[config.mk]
export PLATFORM = sky130hd
export DESIGN_NAME = evt_stamp_fifo
export DESIGN_NICKNAME = d
export VERILOG_FILES = /design/src/rtl/evt_stamp_fifo.sv
export SDC_FILE = /design/constraint.sdc
export NUM_CORES = 1
export LEC_CHECK = 0
export CORE_MARGIN = 3
export CORE_UTILIZATION = 55
export DETAILED_ROUTE_END_ITERATION = 10
export GPL_TIMING_DRIVEN = 0
export PLACE_DENSITY_LB_ADDON = 0.12
export SETUP_SLACK_MARGIN = 0.15
export SYNTH_ARGS = -nofsm -noshare
export SYNTH_HDL_FRONTEND = slang
export SYNTH_SLANG_ARGS = --single-unit
export TNS_END_PERCENT = 5
[constraint.sdc]
create_clock -name clk_i -period 3.5 [get_ports clk_i]
set_input_delay 0.35 -clock clk_i [delete_from_list [all_inputs] [get_ports clk_i]]
set_output_delay 0.35 -clock clk_i [all_outputs]
set_load 0.005 [all_outputs]
[src/rtl/evt_stamp_fifo.sv]
// Show-ahead event FIFO: tags arbiter events with a timestamp and group-last flag, drops and counts events when full.
// Optional timestamp counter/storage enabled by defining EVT_STAMP_TS_EN.
module evt_stamp_fifo #(
  parameter int EVT_W  = 8,
  parameter int DEPTH  = 16,
  parameter int TS_W   = 16,
  parameter int DROP_W = 8
) (
  input  logic                       clk_i,
  input  logic                       reset_i,
  input  logic                       evt_valid_i,
  input  logic [EVT_W-1:0]           evt_data_i,
  input  logic                       grp_last_i,
  output logic                       pkt_valid_o,
  input  logic                       pkt_ready_i,
  output logic [TS_W+EVT_W-1:0]      pkt_data_o,
  output logic                       pkt_last_o,
  output logic                       fifo_full_o,
  output logic                       fifo_empty_o,
  output logic [$clog2(DEPTH):0]     level_o,
  output logic [DROP_W-1:0]          drop_cnt_o
);
  localparam int AW = $clog2(DEPTH);
  localparam int LW = AW + 1;
`ifdef EVT_STAMP_TS_EN
  localparam int SW = TS_W + EVT_W + 1;
`else
  localparam int SW = EVT_W + 1;
`endif

  logic [AW-1:0]     wr_ptr_q, wr_ptr_d, rd_ptr_q, rd_ptr_d;
  logic [LW-1:0]     level_q, level_d;
  logic [DROP_W-1:0] drop_q, drop_d;
  logic [SW-1:0]     mem_q [DEPTH];
  logic [SW-1:0]     wdata, head;
  logic [TS_W-1:0]   head_ts;
  logic              full, empty, push, pop;

  assign full  = (level_q == LW'(DEPTH));
  assign empty = (level_q == '0);
  assign pop   = !empty && pkt_ready_i;
  assign push  = evt_valid_i && (!full || pop);

`ifdef EVT_STAMP_TS_EN
  logic [TS_W-1:0] ts_q;

  always_ff @(posedge clk_i or posedge reset_i) begin
    if (reset_i) ts_q <= '0;
    else         ts_q <= ts_q + TS_W'(1);
  end

  assign wdata   = {ts_q, evt_data_i, grp_last_i};
  assign head_ts = head[SW-1 -: TS_W];
`else
  assign wdata   = {evt_data_i, grp_last_i};
  assign head_ts = '0;
`endif

  always_comb begin
    wr_ptr_d = wr_ptr_q;
    rd_ptr_d = rd_ptr_q;
    level_d  = level_q;
    drop_d   = drop_q;
    if (push) wr_ptr_d = wr_ptr_q + AW'(1);
    if (pop)  rd_ptr_d = rd_ptr_q + AW'(1);
    if (push && !pop)      level_d = level_q + LW'(1);
    else if (pop && !push) level_d = level_q - LW'(1);
    // Arbiter cannot be stalled, so a rejected event is lost; count saturates.
    if (evt_valid_i && !push && drop_q != '1) drop_d = drop_q + DROP_W'(1);
  end

  always_ff @(posedge clk_i or posedge reset_i) begin
    if (reset_i) begin
      wr_ptr_q <= '0;
      rd_ptr_q <= '0;
      level_q  <= '0;
      drop_q   <= '0;
    end else begin
      wr_ptr_q <= wr_ptr_d;
      rd_ptr_q <= rd_ptr_d;
      level_q  <= level_d;
      drop_q   <= drop_d;
    end
  end

  always_ff @(posedge clk_i) begin
    if (push) mem_q[wr_ptr_q] <= wdata;
  end

  assign head         = mem_q[rd_ptr_q];
  assign pkt_valid_o  = !empty;
  assign pkt_data_o   = empty ? '0 : {head_ts, head[EVT_W:1]};
  assign pkt_last_o   = !empty && head[0];
  assign fifo_full_o  = full;
  assign fifo_empty_o = empty;
  assign level_o      = level_q;
  assign drop_cnt_o   = drop_q;
endmodule

## Word-level counts from Yosys, hierarchy flattened

Memories as Yosys holds them, arrays and structs flattened.
Index checks and enable logic that the tools add are counted.

- Register bits: 21
- Memory bits (writable): 144
- Input port bits: 13
- Output and inout port bits: 41
- Logic and storage cells: 31
- Memories: 1

- Add/subtract/negate cells: 5
- Eq/ne operators: 2
- Muxes and demuxes: 5
- Reductions and logical operators: 14

Memories:

| memory | depth | width | rd ports | clocked after memory_dff | write ports | line | text |
|---|---|---|---|---|---|---|---|
| mem_q | 16 | 9 | 1 | 0 | 1 | 34 | `logic [SW-1:0] mem_q [DEPTH];` |

Operators with widths:

| kind | number |
|---|---|
| 5-bit 2-to-1 mux | 2 |
| 4-bit by 1-bit adder with 4-bit output, second input constant | 2 |
| 8-bit by 1-bit adder with 8-bit output, second input constant | 1 |
| 8-bit 2-to-1 mux | 1 |
| 8-bit inequality test, second input constant | 1 |
| 1-bit logical AND | 7 |
| 5-bit by 1-bit adder with 5-bit output, second input constant | 1 |
| 5-bit == test, second input constant | 1 |
| 5-bit logical NOT | 1 |
| 5-bit by 1-bit subtractor with 5-bit output, second input constant | 1 |
| 1-bit logical NOT | 4 |
| 1-bit 2-to-1 mux | 2 |
| 2-bit nonzero test | 1 |
| 1-bit logical OR | 1 |

## Longest topological paths before layout

Gate-level depths: netlist of run 1.

- Word-level depth: 9
- Mapped depth: 9
- Mapped depth without buffers: 9

## Least setup slack after synthesis of run 1

Ideal clock, no wire load.

- Path type: register to register
- From: register level_q[0] (netlist: level_o[0])
- To: register level_q[4] (netlist: level_o[4])
- Library setup time: 126 ps
- Arrival time: 2666 ps
- Required time: 3374 ps
- Path slack: 708 ps
- Cell stages (with the launch flop): 10
- Path buffers: 0
- Period minus slack after synthesis: 2792 ps
- Cell sequence: dfrtp_1 nor4_4 a31oi_2 ha_1 inv_1 ha_1 a21o_1 a2111oi_0 a31oi_1 a221o_1

- Cells in the longest elaborated chain, start to end: 8
- Elaborated cells on any way between the ends: 16
- Classes of those cells: add/sub: 2; eq/ne: 1; mux: 2; reduce/logical: 11

RTL lines:

| element | line | text |
|---|---|---|
| start: declaration | 32 | `logic [LW-1:0] level_q, level_d;` |
| start signal: assignment | 81 | `level_q <= level_d;` |
| 5-bit logical NOT | 40 | `assign empty = (level_q == '0);` |
| 1-bit logical NOT | 41 | `assign pop = !empty && pkt_ready_i;` |
| 1-bit logical AND | 41 |  |
| 1-bit logical OR * | 42 | `assign push = evt_valid_i && (!full \|\| pop);` |
| 1-bit logical AND * | 42 |  |
| net push | 37 | `logic full, empty, push, pop;` |
| 1-bit logical NOT | 67 | `else if (pop && !push) level_d = level_q - LW'(1);` |
| 1-bit logical AND | 67 |  |
| 2-bit nonzero test (no line) | - |  |

Mark *: on every way through the listed nets, which the timed path passes. The rest lies on a longest branch. The select of a mux whose other input is x is not followed.
A chain may end at the register's enable or synchronous reset.

## Worst setup path after layout of run 1

- From: register rd_ptr_q[1]
- To: output pkt_data_o[7]

- Cells in the longest elaborated chain, start to end: 2

RTL lines:

| element | line | text |
|---|---|---|
| start: declaration | 31 | `logic [AW-1:0] wr_ptr_q, wr_ptr_d, rd_ptr_q, rd_ptr_d;` |
| start signal: assignment | 80 | `rd_ptr_q <= rd_ptr_d;` |
| memory 16 x 9 bit | - |  |
| 8-bit 2-to-1 mux | 92 | `assign pkt_data_o = empty ? '0 : {head_ts, head[EVT_W:1]};` |
| end: declaration | 16 | `output logic [TS_W+EVT_W-1:0] pkt_data_o,` |

Every way passes these cells.

==> qor.csv, run 1 <==
stage,metric,value,unit
logic_synthesis,syn_avg_cell_area,18.42,sq um
clocking,numCtsBuffers,17,
routing,drc,0,
clocking,cts_sinks,165,
logic_synthesis,synth_top_area_frac,0.6295,
sta,maxSlewViolCount,0,
worst_setup_path,cp_data_required_time,3150,ps
finish,design_area,0.008179,sq mm
logic_synthesis,async_flop_share,0.1273,
global_route,grt_overflow,0,
finish,layout.nets,471,
sta,worst_pin_slew,918.6,ps
floorplanning,die_area,0.01387,sq mm
sta,setup_viol,0,
sta,fin_skew,16.69,ps
sta,period_share,0.8845,
logic_synthesis,synth_enable_flop_cells,144,
job,maxCapViolCount,0,
clocking,root_buffer,clkbuf_16,
place,gp_congestion,0.7916,
place,dp_hpwl,8773,um
pwr,p_sw,1.960,mW
routing,first_iter_violations,244,
logic_synthesis,synthSimpleGateAreaFrac,0.03862,
logic_synthesis,synth_xor_area_frac,0.01913,
clocking,clk_latency,430,ps
logic_synthesis,synth_cells,373,
pwr,p_int,4.766,mW
clocking,cts_buffer_depth,2,
sta,rsz0062_at_grt,false,
routing,dr.pass1.iters,5,
global_route,antenna_found_initial,0,
routing,wl_per_cell,20.93,um
floorplanning,start_util,0.5671,
logic_synthesis,syn-cell-area,0.006869,sq mm
worst_setup_path,ff2ff_setup_slack,410,ps
logic_synthesis,synthMuxAreaShare,0.1514,
pwr,pwr-share-seq,0.377,
pwr,power.share.clock,0.296,
logic_synthesis,ys_ff_latch,165,
place,numPortBuffers,37,
logic_synthesis,synth_compound_area_frac,0.02878,
sta,fin_setup_tns,0,ps
clocking,ctsHtreeMaxLevel,4,
routing,vias,3568,
floorplanning,die_w,117.8,um
routing,avgViaCountPerCell,5.682,
worst_setup_path,crit_arrival,2750,ps
worst_setup_path,crit_fanout,10,
sta,hold_slack,423.4,ps
worst_setup_path,reg2reg_to,level_o[4]$_DFFE_PP0P_,
global_route,grt_start_max_net_pins,22,
worst_hold_path,hp-class,input pin to async pin,
logic_synthesis,synth_top_family_by_area,multiplexers,
clocking,clkSlewWorstSetupHoldPaths,60,ps
worst_setup_path,r2r-start,level_o[0]$_DFFE_PP0P_,
pwr,ir_drop,461.6,uV
worst_setup_path,critPathLaunchType,flip-flop,
floorplanning,pin_count,54,
logic_synthesis,synthTopCellsByArea,"edfxtp_1, mux4_2, dfrtp_1",
sta,fmaxAchievable,323.0,MHz
finish,drive_above_1_share,0.2500,
outcome,outcome,finished clean,
pwr,leakagePower,2.865,nW
worst_setup_path,path_class,flip-flop to output pin,
worst_setup_path,crit_start,rd_ptr_q[1]$_DFFE_PP0P_,
sta,fin_crit,3096,ps
sta,relSlewSlack,0.3853,
pwr,power,6.726,mW
logic_synthesis,synth-adder-area-share,0.02113,
global_route,grt_usage,0.2020,
logic_synthesis,ys.flop_type,edfxtp_1,
finish,num_antenna_cells,0,
worst_setup_path,reg2reg_depth,9,
floorplanning,rows,40,
floorplanning,core_area,0.01211,sq mm
pwr,power_density,822.4,mW/mm^2
pwr,swShare,0.2915,
logic_synthesis,yosys_warnings,0,
sta,hold_viol,0,
finish,area_growth,19.07,%
clocking,hold_buffers,0,
floorplanning,die_y,117.8,um
global_route,grt_pass1_wl,20380,um
routing,wl,13150,um
global_route,first_global_vias,3582,
place,placed_area,0.007533,sq mm
clocking,cts_tree,built,
routing,ant_nets,0,
logic_synthesis,synth_largest_area_cell,edfxtp_1,
worst_setup_path,endpoint_kind,output pin,
logic_synthesis,ys_types,41,
logic_synthesis,ys_seq_area_frac,0.7060,
pwr,combPwrFrac,0.327,
[per-stage QoR]
step / std cells / utilization / setup slack [ps]
floorplan: 388 / - / 707.7
global placement: 593 / 0.6197 / 209.5
detailed placement: 596 / 0.6220 / 180.2
CTS: 628 / 0.6746 / 358.0
global route: 628 / 0.6753 / 178.2
finish: 628 / 0.6753 / 404.2
[layer usage]
layer | part of all wire | GRT usage | up-vias | wire [um]
met5 | 0 | 0 | - | 0
met4 | 0.018 | 0.08132 | 0 | 242
met1 | 0.43 | 0.2862 | 1818 | 5678
met2 | 0.48 | 0.3058 | 146 | 6299
li1 | - | - | 1587 | -
met3 | 0.070 | 0.04950 | 17 | 925
[Yosys cell counts (3+ instances only)]
cell / number
clkbuf_1: 5
mux2_2: 11
o21ai_1: 9
nand3_1: 4
buf_4: 17
buf_2: 9
mux2i_1: 9
ha_1: 10
nand4_1: 5
xnor2_1: 13
nand2_1: 9
o21ai_0: 3
mux4_2: 36
inv_1: 8
nor2_1: 14
a21oi_1: 12
nor3_1: 5
edfxtp_1: 144
dfrtp_1: 21
[worst max path at each step]
stage	endpoint	slack (ps)	depth (start not counted)
2_1_floorplan	level_o[4]$_DFFE_PP0P_	710	9
4_1_cts	pkt_data_o[7]	360	6
3_3_place_gp	level_o[4]$_DFFE_PP0P_	210	10
3_5_place_dp	level_o[4]$_DFFE_PP0P_	180	10
6_report	pkt_data_o[7]	400	6
5_1_grt	level_o[4]$_DFFE_PP0P_	180	9
[cell type report]
type / count / area (sq um)
sequential: 165 / 4850
fill: 838 / 3933
multi-input combinational: 182 / 1853
clock buffer: 17 / 425.4
timing repair buffer: 40 / 392.9
clock inverter: 15 / 211.5
tap: 168 / 210.2
buffer: 33 / 206.4
inverter: 8 / 30.03
[power by group through the flow]
stage	Combinational, mW	Clock [mW]	Sequential, mW
2_1_floorplan	1.41	0	2.54
3_3_place_gp	2.15	0	2.56
3_5_place_dp	2.21	0	2.57
4_1_cts	2.21	2.02	2.53
5_1_grt	2.37	2.11	2.56
6_report	2.20	1.99	2.53
[repair_timing]
action                     in CTS  in global routing
gates resized for setup         0                  1
hold endpoints to repair        0                  0
setup buffers                   0                  0
setup endpoints to repair       0                  1
[layout by cell type, fill, tap and decap left out, drive strengths merged, types with 2 or more instances in the layout]
| cell type | Yosys | layout |
|---|---|---|
| xnor2 | 13 | 13 |
| dfrtp | 21 | 21 |
| mux2 | 12 | 12 |
| nand2 | 10 | 10 |
| clkinv | 0 | 6 |
| nor3 | 5 | 5 |
| nand3 | 4 | 4 |
| a21oi | 12 | 12 |
| clkdlybuf4s50 | 0 | 37 |
| clkbuf | 5 | 22 |
| o21ai | 12 | 12 |
| nor4 | 2 | 2 |
| buf | 28 | 31 |
| edfxtp | 144 | 144 |
| and2 | 3 | 3 |
| xor2 | 2 | 2 |
| a31oi | 3 | 3 |
| conb | 1 | 16 |
| nand2b | 2 | 2 |
| bufinv | 0 | 5 |
| ha | 10 | 10 |
| mux4 | 36 | 36 |
| mux2i | 9 | 9 |
| clkinvlp | 0 | 4 |
| and4 | 2 | 2 |
| nor2 | 14 | 14 |
| a21o | 3 | 3 |
| and3 | 2 | 2 |
| nand4 | 5 | 5 |
| inv | 8 | 8 |
[flip-flops by register name (all words and copies together), names as in the netlist]
name	flops
rd_ptr_q	4
mem_q	144
drop_cnt_o	8
level_o	5
wr_ptr_q	4
[cell families (layout without fill, tap and decap cells)]
kind of cell             after synthesis  count (layout)
adder cells (fa/ha/maj)               11              11
AND/OR/NAND/NOR                       50              50
buffers and inverters                 41             113
XOR/XNOR                              15              15
flip-flops                           165             165
multiplexers                          57              57
other                                  1              16
AO/OA/AOI/OAI                         33              33
[critical path: stages (launching register included)]
cell and delay, ps:
dfrtp_1 380, buf_2 340, buf_2 350, mux4_2 390, mux2i_1 240, a21oi_1 140
clkdlybuf4s50_1 480
(Power assumes the default switching activity.)
==> run 2, diff against run 1 <==
--- a/config.mk
+++ b/config.mk
@@ -6,7 +6,7 @@
 export NUM_CORES = 1
 export LEC_CHECK = 0
 export CORE_MARGIN = 3
-export CORE_UTILIZATION = 55
+export CORE_UTILIZATION = 25
 export DETAILED_ROUTE_END_ITERATION = 10
 export GPL_TIMING_DRIVEN = 0
 export PLACE_DENSITY_LB_ADDON = 0.12
==> run 2 against run 1 <==
  * Design area up 2.7%
  * Clock skew shrank 1.9 ps
  * Via count shrank 2.1%
  * Clock-buffer cell count did not move
  * Clock power shrank 5%
  * Largest cell class unchanged
==> qor.csv, run 2 (synthesis results as in run 1) <==
stage,metric,value,unit
finish,num_antenna_cells,0,
pwr,ir_drop,388.3,uV
sta,setup_viol,0,
clocking,numCtsBuffers,17,
routing,wl_per_cell,19.71,um
worst_setup_path,critPathLaunchType,flip-flop,
finish,largest_reg_flops,144,
floorplanning,pin_count,54,
clocking,cts_buffer_depth,2,
outcome,outcome,finished clean,
job,maxCapViolCount,0,
global_route,grt_overflow,0,
sta,hold_viol,0,
worst_setup_path,crit_slowest_cell,clkdlybuf4s50_1,
floorplanning,die_area,0.02950,sq mm
worst_setup_path,path_delay_family,buffers and inverters,
sta,fin_crit,3217,ps
routing,vias,3494,
sta,fin_setup_tns,0,ps
floorplanning,die_w,171.8,um
pwr,power_density,796.6,mW/mm^2
worst_setup_path,crit_arrival,2870,ps
finish,design_area,0.008398,sq mm
routing,ant_nets,0,
clocking,cts_tree,built,
place,gp_congestion,0.7002,
routing,wl,15810,um
clocking,cts_setup_buffers,0,
routing,avgViaCountPerCell,4.357,
sta,period_share,0.9192,
place,placed_area,0.007787,sq mm
finish,layout.nets,472,
worst_setup_path,path_class,flip-flop to output pin,
place,numPortBuffers,37,
routing,drc,0,
finish,instances_no_fill,802,
sta,worst_pin_slew,1134,ps
floorplanning,core_area,0.02695,sq mm
finish,final_common_cell,edfxtp_1,
worst_setup_path,path_common_cell,buf_2,
sta,maxSlewViolCount,0,
worst_setup_path,worstPathCellList,"buf_2, buf_2, mux4_2, mux2_2, o21ai_1, a21oi_1, clkdlybuf4s50_1",
global_route,first_global_vias,3625,
global_route,grt_usage,0.1122,
sta,setup_ws,282.8,ps
global_route,antenna_found_initial,0,
place,dp.cells,770,
worst_hold_path,hp-class,input pin to async pin,
finish,drive_above_1_share,0.2625,
worst_setup_path,cp_data_required_time,3150,ps
finish,top_register,mem_q,
global_route,grt_pass1_wl,23610,um
sta,rsz0062_at_grt,true,
worst_setup_path,cpPeakStageDelay,480,ps
place,dp_hpwl,10430,um
floorplanning,die_y,171.8,um
place,place_ws,179.3,ps
worst_setup_path,crit_fanout,10,
clocking,cts_sinks,165,
sta,relSlewSlack,0.2415,
floorplanning,rows,60,
clocking,clkSlewWorstSetupHoldPaths,70,ps
routing,first_iter_violations,261,
clocking,clk_latency,430,ps
worst_setup_path,path_buf_inv,3,
routing,dr.pass1.iters,4,
clocking,ctsHtreeMaxLevel,4,
finish,final_cell_mix,"edfxtp_1, clkdlybuf4s50_1, mux4_2",
worst_setup_path,endpoint_kind,output pin,
floorplanning,start_util,0.2549,
global_route,grt_start_max_net_pins,22,
clocking,root_buffer,clkbuf_16,
finish,area_growth,22.26,%
sta,fmaxAchievable,310.8,MHz
sta,fin_skew,14.75,ps
pwr,leakagePower,2.870,nW
-- run 2: cell types whose count changed in the layout (fill, tap and decap cells not counted), sizes merged --
| cell | before | now |
|---|---|---|
| inv | 8 | 16 |
| bufinv | 5 | 0 |
| clkinvlp | 4 | 1 |
| clkbuf | 22 | 23 |
-- run 2: final timing paths --
| kind | start | to | slack, ps | cells after the start |
|---|---|---|---|---|
| setup reg to reg | level_o[1]$_DFFE_PP0P_ | level_o[4]$_DFFE_PP0P_ | 380 | 9 |
| hold / removal | reset_i | level_o[0]$_DFFE_PP0P_ | 410 | 2 |
| setup / recovery | rd_ptr_q[3]$_DFFE_PP0P_ | pkt_data_o[4] | 280 | 7 |
| max in group asynchronous | reset_i | rd_ptr_q[2]$_DFFE_PP0P_ | 2560 | 2 |
| hold reg to reg | drop_cnt_o[5]$_DFFE_PP0P_ | drop_cnt_o[5]$_DFFE_PP0P_ | 490 | 1 |
| min in group clk_i | drop_cnt_o[5]$_DFFE_PP0P_ | drop_cnt_o[5]$_DFFE_PP0P_ | 490 | 1 |
-- run 2: what timing repair did --
action                                  CTS  global route
endpoints found under the setup margin    0             7
hold buffers                              0             0
resized for setup                         0             1
hold endpoints to repair                  0             0
-- run 2: area by class of cell --
cell class | instances | area [sq um]
fillers | 2621 | 18550
flip-flops and latches | 165 | 4850
multi-input cells | 182 | 1859
well taps | 341 | 426.7
clock buffers | 17 | 425.4
repair buffers | 41 | 415.4
plain buffers | 33 | 209.0
clock inverters | 15 | 182.7
inverters | 8 | 30.03
-- run 2: per-layer routing --
layer	vias to the layer above	wire, um	GRT usage
li1	1596	-	-
met1	1818	7309	0.1437
met2	73	7834	0.1884
met3	7	489	0.02965
met4	0	172	0.03228
met5	-	0	0
-- run 2: power by group --
group          switching, mW  internal [mW]  total [mW]
combinational           1.16           1.11        2.27
sequential             0.129           2.40        2.53
clock                  0.913          0.972        1.89
-- run 2: through the flow --
step	hold slack, ps	utilization	power [mW]
global route	481.3	0.3116	7.085
floorplan	326.5	-	3.949
CTS	442.0	0.3115	6.820
finish	407.9	0.3116	6.690
global placement	475.7	0.2865	4.863
detailed placement	477.3	0.2890	4.917
==> run 3, diff against run 2 <==
--- a/config.mk
+++ b/config.mk
@@ -5,9 +5,9 @@
 export SDC_FILE = /design/constraint.sdc
 export NUM_CORES = 1
 export LEC_CHECK = 0
-export CORE_MARGIN = 3
 export CORE_UTILIZATION = 25
 export DETAILED_ROUTE_END_ITERATION = 10
+export DONT_BUFFER_PORTS = 1
 export GPL_TIMING_DRIVEN = 0
 export PLACE_DENSITY_LB_ADDON = 0.12
 export SETUP_SLACK_MARGIN = 0.15
==> run 3 against run 2 <==
  * Combinational power fell by 12%
  * Non-clock buffer count shrank 15
  * Clock-buffer cell count is the same
  * Power fell by 5.2%
  * Critical path depth rose by 2
  * Sequential power about the same
  * Die area fell by 4.6%
  * Sequential cell count unchanged
  * Via count fell by 1.9%
  * Global-route usage is 1.2 points higher
  * Fmax grew 3.2%
  * Critical endpoint is now level_o[4]$_DFFE_PP0P_
  * Largest power group unchanged
==> qor.csv, run 3 (synthesis results as in run 1) <==
stage,metric,value,unit
pwr,power,6.343,mW
place,gp_congestion,0.7357,
finish,area_growth,19.53,%
floorplanning,pin_count,54,
worst_setup_path,r2r-start,level_o[0]$_DFFE_PP0P_,
global_route,antenna_found_initial,0,
pwr,power_density,772.6,mW/mm^2
clocking,cts_tree,built,
worst_hold_path,hp-class,input pin to async pin,
worst_setup_path,ff2ff_setup_slack,380,ps
pwr,p_sw,2.079,mW
worst_setup_path,reg2reg_to,level_o[4]$_DFFE_PP0P_,
clocking,clkSlewWorstSetupHoldPaths,60,ps
pwr,ir_drop,349.8,uV
clocking,root_buffer,clkbuf_16,
routing,first_iter_violations,203,
sta,setup_viol,0,
sta,period_share,0.8908,
worst_setup_path,crit_arrival,3420,ps
sta,fmaxAchievable,320.8,MHz
sta,hold_viol,0,
clocking,numCtsBuffers,17,
sta,maxSlewViolCount,0,
pwr,swShare,0.3278,
worst_setup_path,crit_fanout,6,
pwr,combPwrFrac,0.313,
global_route,grt_overflow,0,
sta,fin_setup_tns,0,ps
global_route,grt_start_max_net_pins,22,
finish,post-route-util,0.3046,
routing,drc,0,
routing,wl,16920,um
routing,vias,3426,
routing,wl_per_cell,21.50,um
pwr,p_int,4.264,mW
sta,fin_crit,3118,ps
clocking,cts_sinks,165,
pwr,power.share.clock,0.287,
floorplanning,die_w,167.8,um
worst_setup_path,path_class,flip-flop to flip-flop,
routing,ant_nets,0,
routing,avgViaCountPerCell,4.353,
finish,num_antenna_cells,0,
sta,fin_skew,12.68,ps
global_route,grt_usage,0.1247,
place,dp.cells,732,
global_route,grt_pass1_wl,24080,um
floorplanning,start_util,0.2549,
worst_setup_path,reg2reg_depth,9,
sta,worst_pin_slew,1016,ps
outcome,outcome,finished clean,
finish,drive_above_1_share,0.2668,
pwr,leakagePower,2.813,nW
floorplanning,die_area,0.02814,sq mm
sta,relSlewSlack,0.3205,
finish,top_register,mem_q,
clocking,cts_buffer_depth,2,
finish,final_cell_mix,"edfxtp_1, mux4_2, dlygate4sd3_1",
floorplanning,rows,60,
finish,final_common_cell,edfxtp_1,
routing,dr.pass1.iters,4,
place,numPortBuffers,0,
clocking,ctsHtreeMaxLevel,4,
sta,rsz0062_at_grt,false,
finish,largest_reg_flops,144,
worst_setup_path,cp_data_required_time,3800,ps
finish,instances_no_fill,787,
worst_setup_path,endpoint_kind,flip-flop,
finish,layout.nets,457,
floorplanning,die_y,167.8,um
job,maxCapViolCount,0,
place,dp_hpwl,10160,um
worst_setup_path,critPathLaunchType,flip-flop,
clocking,clk_latency,430,ps
floorplanning,core_area,0.02695,sq mm
pwr,pwr-share-seq,0.400,
global_route,first_global_vias,3512,
run 3: cell types whose count changed in the layout (fill, tap and decap cells not counted), moves of 2 or more:
cell,delta
inv_6,+2
clkinv_2,+3
dlygate4sd3_1,+23
clkdlybuf4s50_1,-37
clkinv_8,-5
buf_6,-2
run 3: stage by stage:
| step | hold WS [ps] | area, sq um | worst slack, ps |
|---|---|---|---|
| floorplan | 326.5 | 6925 | 707.7 |
| global placement | 450.2 | 7352 | 275.4 |
| detailed placement | 450.4 | 7402 | 284.7 |
| CTS | 0.3056 | 8142 | 280.3 |
| global route | 0.1280 | 8210 | 232.9 |
| finish | 2.917 | 8210 | 382.3 |
run 3: how the worst max path moves through the flow:
| stage | from | end |
|---|---|---|
| after detailed placement | level_o[0]$_DFFE_PP0P_ | level_o[4]$_DFFE_PP0P_ |
| after floorplan | level_o[0]$_DFFE_PP0P_ | level_o[4]$_DFFE_PP0P_ |
| after global placement | level_o[0]$_DFFE_PP0P_ | mem_q[2][0]$_DFFE_PP_ |
| after global routing | level_o[0]$_DFFE_PP0P_ | level_o[4]$_DFFE_PP0P_ |
| after CTS | level_o[0]$_DFFE_PP0P_ | level_o[4]$_DFFE_PP0P_ |
| final | level_o[0]$_DFFE_PP0P_ | level_o[4]$_DFFE_PP0P_ |
run 3: final cells by class:
class                      count  area [sq um]
timing repair buffer          26         260.3
clock inverter                15         143.9
multi-input combinational    182          1868
buffer                        33         206.4
clock buffer                  17         425.4
tap                          341         426.7
inverter                       8         30.03
sequential                   165          4850
fill                        2631         18740
run 3: timing repair:
item                                   in CTS  in global routing
setup endpoints to repair                   0                  1
resized for setup                           0                  1
hold buffers                               17                  6
setup buffers                               0                  0
endpoints found under the hold margin      71                 10
run 3: power groups by stage:
| stage | Sequential, mW | Clock (mW) | Combinational, mW |
|---|---|---|---|
| 2_1_floorplan | 2.54 | 0 | 1.41 |
| 3_3_place_gp | 2.58 | 0 | 1.97 |
| 3_5_place_dp | 2.58 | 0 | 2.00 |
| 4_1_cts | 2.54 | 1.87 | 2.04 |
| 5_1_grt | 2.57 | 1.94 | 2.18 |
| 6_report | 2.54 | 1.82 | 1.99 |
run 3: critical path, stage by stage, from the launching register on:
cell and delay (ps):
dfrtp_1 490, nor4_4 470, a21o_2 260, ha_1 200, inv_1 130, fa_1 420
a21o_1 200, a2111oi_0 420, a31oi_1 90, a221o_1 320
run 3: metal layers:
metal	wire [um]	global-route usage	vias up
li1	-	-	1561
met1	8062	0.1673	1796
met2	8320	0.1984	64
met3	442	0.03262	5
met4	99	0.03550	0
met5	0	0	-
